===== src/rtl/mux_scan_nx1_pkg.sv =====
// Shared definitions for the mux_scan_nx1 selector.
//   - mode encodings for the mode input (manual vs. scan)
//   - FSM state encoding (2-bit)
//   - clog2_min1(): ceil(log2(n)), never less than 1, used to size index and counter fields
package mux_scan_nx1_pkg;

    localparam logic ModeMan  = 1'b0;
    localparam logic ModeScan = 1'b1;

    typedef enum logic [1:0] {
        StIdle = 2'b00,
        StMan  = 2'b01,
        StScan = 2'b10
    } state_e;

    // A field must be at least one bit wide even when only one value exists.
    function automatic int unsigned clog2_min1(input int unsigned n);
        int unsigned r;
        r = 0;
        while ((64'd1 << r) < 64'(n)) begin
            r = r + 1;
        end
        return (r == 0) ? 1 : r;
    endfunction

endpackage


===== src/rtl/mux_scan_nx1_dwell_counter.sv =====
// Dwell counter for the auto-scan mode of mux_scan_nx1.
// Counts 0 .. DWELL-1 and wraps; tc is high while the count sits at DWELL-1.
// Ports:
//   clk  in   rising-edge clock
//   rst  in   synchronous active-high reset (count -> 0)
//   clr  in   synchronous clear (count -> 0), used on every mode change and while not scanning
//   tc   out  terminal count (count == DWELL-1); constantly 1 when DWELL == 1
module mux_scan_nx1_dwell_counter
    import mux_scan_nx1_pkg::*;
#(
    parameter int unsigned DWELL = 4
) (
    input  logic clk,
    input  logic rst,
    input  logic clr,
    output logic tc
);

    localparam int unsigned CW = clog2_min1(DWELL);
    localparam logic [CW-1:0] LastCnt = CW'(DWELL - 1);

    logic [CW-1:0] cnt_q;
    logic [CW-1:0] cnt_d;

    assign tc = (cnt_q == LastCnt);

    always_comb begin
        cnt_d = cnt_q;
        if (clr || tc) begin
            cnt_d = '0;
        end else begin
            cnt_d = cnt_q + 1'b1;
        end
    end

    always_ff @(posedge clk) begin
        if (rst) begin
            cnt_q <= '0;
        end else begin
            cnt_q <= cnt_d;
        end
    end

endmodule


===== src/rtl/mux_scan_nx1.sv =====
// Registered CH-channel, WIDTH-bit selector with manual and auto-scan modes.
//   Manual (mode=0): a load strobe captures in_bus[sel] on the next edge.
//   Scan   (mode=1): captures the next channel on entry, then every DWELL clocks,
//                    wrapping CH-1 -> 0.
// Optional feature: define MUX_PARITY_EN to add out_par (even-parity XOR of the captured data,
// registered alongside out, reset 0). Without the macro the port and its logic are absent.
// Ports:
//   clk        in   rising-edge clock
//   rst        in   synchronous active-high reset, wins over every other input
//   in_bus     in   CH*WIDTH, channel k at [k*WIDTH +: WIDTH]
//   sel        in   SW, manual channel index
//   mode       in   0 = manual, 1 = scan
//   load       in   manual capture strobe (ignored in scan)
//   out        out  WIDTH, registered selected data
//   out_valid  out  1-cycle pulse per capture (stays high when capturing every cycle)
//   cur_ch     out  SW, channel index of out
//   sel_err    out  1-cycle pulse when a manual load names a channel >= CH
//   out_par    out  (MUX_PARITY_EN only) XOR reduction of out
module mux_scan_nx1
    import mux_scan_nx1_pkg::*;
#(
    parameter int unsigned WIDTH = 16,
    parameter int unsigned CH    = 4,
    parameter int unsigned DWELL = 4,
    localparam int unsigned SW   = clog2_min1(CH)
) (
    input  logic                clk,
    input  logic                rst,
    input  logic [CH*WIDTH-1:0] in_bus,
    input  logic [SW-1:0]       sel,
    input  logic                mode,
    input  logic                load,
    output logic [WIDTH-1:0]    out,
    output logic                out_valid,
    output logic [SW-1:0]       cur_ch,
    output logic                sel_err
`ifdef MUX_PARITY_EN
    ,
    output logic                out_par
`endif
);

    localparam logic [SW-1:0] LastCh = SW'(CH - 1);

    state_e           state_q, state_d;
    logic [WIDTH-1:0] out_q, out_d;
    logic             valid_q, valid_d;
    logic [SW-1:0]    ch_q, ch_d;
    logic             err_q, err_d;

    logic             cap_en;
    logic [SW-1:0]    cap_idx;
    logic [WIDTH-1:0] cap_data;
    logic [SW-1:0]    next_ch;
    logic             sel_ok;
    logic             dwell_clr;
    logic             dwell_tc;

    assign next_ch = (ch_q == LastCh) ? '0 : ch_q + 1'b1;
    assign sel_ok  = (32'(sel) < CH);

    // cap_idx is always a legal channel whenever cap_en is set.
    assign cap_data = in_bus[32'(cap_idx) * WIDTH +: WIDTH];

    mux_scan_nx1_dwell_counter #(
        .DWELL (DWELL)
    ) u_dwell (
        .clk (clk),
        .rst (rst),
        .clr (dwell_clr),
        .tc  (dwell_tc)
    );

    // The mode input decides what happens at each edge; the state only remembers the previous
    // mode so that the first edge of a scan run can be recognised. A mode change together with
    // load therefore acts in the new mode at once.
    always_comb begin
        state_d   = state_q;
        cap_en    = 1'b0;
        cap_idx   = ch_q;
        err_d     = 1'b0;
        dwell_clr = 1'b1;

        if (mode == ModeScan) begin
            state_d = StScan;
            if (state_q != StScan) begin
                // Entry edge: capture the next channel, counter held at 0 by dwell_clr.
                cap_en  = 1'b1;
                cap_idx = next_ch;
            end else begin
                dwell_clr = 1'b0;
                if (dwell_tc) begin
                    cap_en  = 1'b1;
                    cap_idx = next_ch;
                end
            end
        end else begin
            state_d = StMan;
            if (load) begin
                if (sel_ok) begin
                    cap_en  = 1'b1;
                    cap_idx = sel;
                end else begin
                    err_d = 1'b1;
                end
            end
        end
    end

    always_comb begin
        out_d   = cap_en ? cap_data : out_q;
        ch_d    = cap_en ? cap_idx : ch_q;
        valid_d = cap_en;
    end

    always_ff @(posedge clk) begin
        if (rst) begin
            state_q <= StIdle;
            out_q   <= '0;
            valid_q <= 1'b0;
            ch_q    <= '0;
            err_q   <= 1'b0;
        end else begin
            state_q <= state_d;
            out_q   <= out_d;
            valid_q <= valid_d;
            ch_q    <= ch_d;
            err_q   <= err_d;
        end
    end

    assign out       = out_q;
    assign out_valid = valid_q;
    assign cur_ch    = ch_q;
    assign sel_err   = err_q;

`ifdef MUX_PARITY_EN
    logic par_q;

    always_ff @(posedge clk) begin
        if (rst) begin
            par_q <= 1'b0;
        end else if (cap_en) begin
            par_q <= ^cap_data;
        end
    end

    assign out_par = par_q;
`endif

endmodule


===== config.mk =====
export PLATFORM = sky130hd
export DESIGN_NAME = mux_scan_nx1
export DESIGN_NICKNAME = d
export VERILOG_FILES = /design/src/rtl/mux_scan_nx1_pkg.sv /design/src/rtl/mux_scan_nx1_dwell_counter.sv /design/src/rtl/mux_scan_nx1.sv
export SDC_FILE = /design/constraint.sdc
export NUM_CORES = 1
export LEC_CHECK = 0
export CORE_ASPECT_RATIO = 1.25
export CORE_UTILIZATION = 34
export CTS_CLUSTER_SIZE = 12
export DETAILED_ROUTE_END_ITERATION = 16
export GPL_TIMING_DRIVEN = 0
export PLACE_DENSITY = 0.82
export REMOVE_ABC_BUFFERS = 1
export SLEW_MARGIN = 20
export SYNTH_ARGS = -nofsm -noshare
export SYNTH_HDL_FRONTEND = slang
export SYNTH_SLANG_ARGS = --single-unit

===== constraint.sdc =====
create_clock -name clk -period 1.7 [get_ports clk]
set_input_delay 0.34 -clock clk [delete_from_list [all_inputs] [get_ports clk]]
set_output_delay 0.34 -clock clk [all_outputs]
set_load 0.005 [all_outputs]

==> out/metrics.yaml <==
r2r-end: "out[2]$_SDFFE_PP0P_"
final_nets: 340
hp-class: "reg2reg"
ys_seq_area_frac: 0.294
power_density_mw_per_mm2: 681
stdcell_area_sq_mm: 0.00295
status: "finished, violations left"
p_leak_nw: 1.09
dpl_cell_area_sq_mm: 0.00245
post-route-drc-count: 0
holdPathStages: 1
relSlewSlack: 0.602
drt-initial-drc-count: 64
wirelength_microns: 5560
pin_count: 90
rsz0062_at_grt: "yes"
cts_sinks: 23
skew_ns: 0.00494
cts_made_buffers: 3
cts_hold_buf: 0
cts.clk_slew.worst_paths_ns: 0.09
hold_path.startpoint: "u_dwell.cnt_q[0]$_SDFF_PP0_"
worst-setup-path-type: "reg2reg"
hold_violations: 0
synth_area_sq_mm: 0.00157
end_kind: "register"
crit_arrival_ns: 2.01
grt_pass1_vias: 1807
initial_core_util: 0.354
cts_root_buf: "clkbuf_8"
drive_gt1_frac: 0.262
die_w_microns: 62.7
place.gp.congestion: 0.734
synth_area_leaders: "dfxtp_1, o32ai_2, mux2i_1"
required_ns: 1.87
fp.dieH_microns: 77.9
track_usage: 0.217
r2r_slack_ns: -0.14
violations: "negative setup slack"
grt_pass1_wl_microns: 8330
vias_per_cell: 5.34
wl_per_cell_microns: 17.1
tns_ns: -1.76
die_area_sq_mm: 0.00488
worstMarginPinSlew_ns: 0.590
yosysTopAreaCell: "dfxtp_1"
grt_max_degree: 22
reg2regPathDepth: 7
io_buffer_count: 88
synth_cells: 165
fmax_ghz: 0.543
dpl.hpwl_microns: 3210
area_growth_pct: 88.4
setup-violations-final: 17
insertion_delay_ns: 0.27
drv_slew: 0
ys_ff_latch: 23
ys_types: 35
htreeDepth: 1
diodes: 0
setup_ws_ns: -0.140
drv_cap: 0
synth_area_per_cell_sq_um: 9.49
grt_overflow: 0
reg2reg_from: "u_dwell.cnt_q[0]$_SDFF_PP0_"
cp_slowest_stage_delay_ns: 0.34
start_kind: "register"
yosys_warnings: 0
slowest_stage: "dfxtp_2"
min_period_ns: 1.84
crit_chain: "ha_4, nor3b_4, o41ai_4, buf_6, buf_8, o221a_1, o31a_1"
design.core.area_sq_mm: 0.00443
cts_tree: "done"
vias: 1734
clock_path_buffers: 2
synth_top_area_share: 0.294
path_max_fanout: 5
fp-row-count: 27
hold_path_end: "u_dwell.cnt_q[0]$_SDFF_PP0_"
grt_antenna_before_repair: 0
timing.final.crit_share: 1.08
irDropWorstVdd_mv: 0.273
drt-pass1-iter-count: 4
drt.antenna.violating_nets: 0
-- kinds of logic after synthesis --
kind of cell             count (synthesis)  synth area share
flip-flops                              23             0.294
AND/OR/NAND/NOR                         41             0.159
adder cells (fa/ha/maj)                  2            0.0160
buffers and inverters                   16            0.0743
multiplexers                            11            0.0703
other                                    1           0.00239
AO/OA/AOI/OAI                           71             0.384
-- placed cells by master, fill, tap and decap left out, drive strengths merged, types with 2 or more instances in the layout --
cell type / instances
inv: 3
clkbuf: 7
o21bai: 11
a21oi: 17
o221a: 5
buf: 18
o41a: 2
mux2i: 11
dfxtp: 23
o21ai: 18
nand3: 5
ha: 2
nand2b: 9
clkdlybuf4s50: 86
nor2: 17
o31a: 5
o32ai: 12
or2b: 3
-- report_power, final --
group	switching, mW	leakage, nW	internal, mW
clock network	0.190	0.0255	0.164
logic	0.400	0.875	0.610
registers	0.0388	0.193	0.606
-- synth_stat cells (all sizes together) --
cell type / count
nand3: 5
a21oi: 17
o21bai: 11
nand2b: 9
dfxtp: 23
o31a: 5
nor3b: 1
conb: 1
o41ai: 1
ha: 2
or2b: 3
and4bb: 1
o41a: 1
o221a: 5
o21ai: 18
clkbuf: 3
o21a: 1
nor2: 17
nand4bb: 1
o32ai: 12
and3: 1
nor3: 1
and2: 1
inv: 3
buf: 10
nand3b: 1
mux2i: 11
-- per-stage QoR --
step	util	cells	worst slack (ns)	hold slack, ns	power (mW)
floorplan	-	152	-0.582	0.405	1.00
global placement	0.546	298	-1.60	0.415	1.36
detailed placement	0.554	299	-1.09	0.430	1.40
CTS	0.619	319	-0.116	0.453	1.87
global route	0.667	325	-0.199	0.455	2.11
finish	0.667	325	-0.140	0.440	2.01
-- worst max-delay path by stage --
stage                                       to  depth (start not counted)                        start
after global placement     out[3]$_SDFFE_PP0P_                          6                         mode
after CTS                 out[14]$_SDFFE_PP0P_                          8  u_dwell.cnt_q[0]$_SDFF_PP0_
after detailed placement  out[13]$_SDFFE_PP0P_                          6                         mode
after floorplan           out[15]$_SDFFE_PP0P_                          6  u_dwell.cnt_q[0]$_SDFF_PP0_
final                      out[2]$_SDFFE_PP0P_                          7  u_dwell.cnt_q[0]$_SDFF_PP0_
after global routing       out[2]$_SDFFE_PP0P_                          7  u_dwell.cnt_q[0]$_SDFF_PP0_
-- flip-flops by register name, summed over array words and instances, names as in the netlist --
signal	cells
out	16
cur_ch	2
state_q	2
u_dwell.cnt_q	2
out_valid	1
-- area by class of cell --
cell class                      count  area (sq um)
Fill cell                         357          1470
Multi-Input combinational cell    127          1180
Timing Repair Buffer              110          1170
Sequential cell                    23           467
Tap cell                           58          72.6
Clock buffer                        3          41.3
Inverter                            3          13.8
Clock inverter                      1          5.00
-- worst max-delay path, delay by kind of cell, from the launching register on --
family                     cells  cell delay [ns]
and+or+nand+nor                1             0.32
adders and majority gates      1             0.17
AOI/OAI and AO/OA              3             0.63
buffers and inverters          2             0.29
DFF                            1             0.34
-- metal layers --
layer | track usage | wire [microns] | up-vias
met5 | 0 | 0 | -
met4 | 0.0930 | 85 | 0
met3 | 0.0397 | 267 | 10
met2 | 0.418 | 3040 | 69
met1 | 0.225 | 2160 | 828
li1 | - | - | 827
-- repair_timing --
item,CTS,global route
setup buffers,14,2
cloned,2,4
pin swaps,8,13
endpoints found under the setup margin,19,17
resized for setup,29,26
No activity file was read; power rests on OpenSTA's default activity.
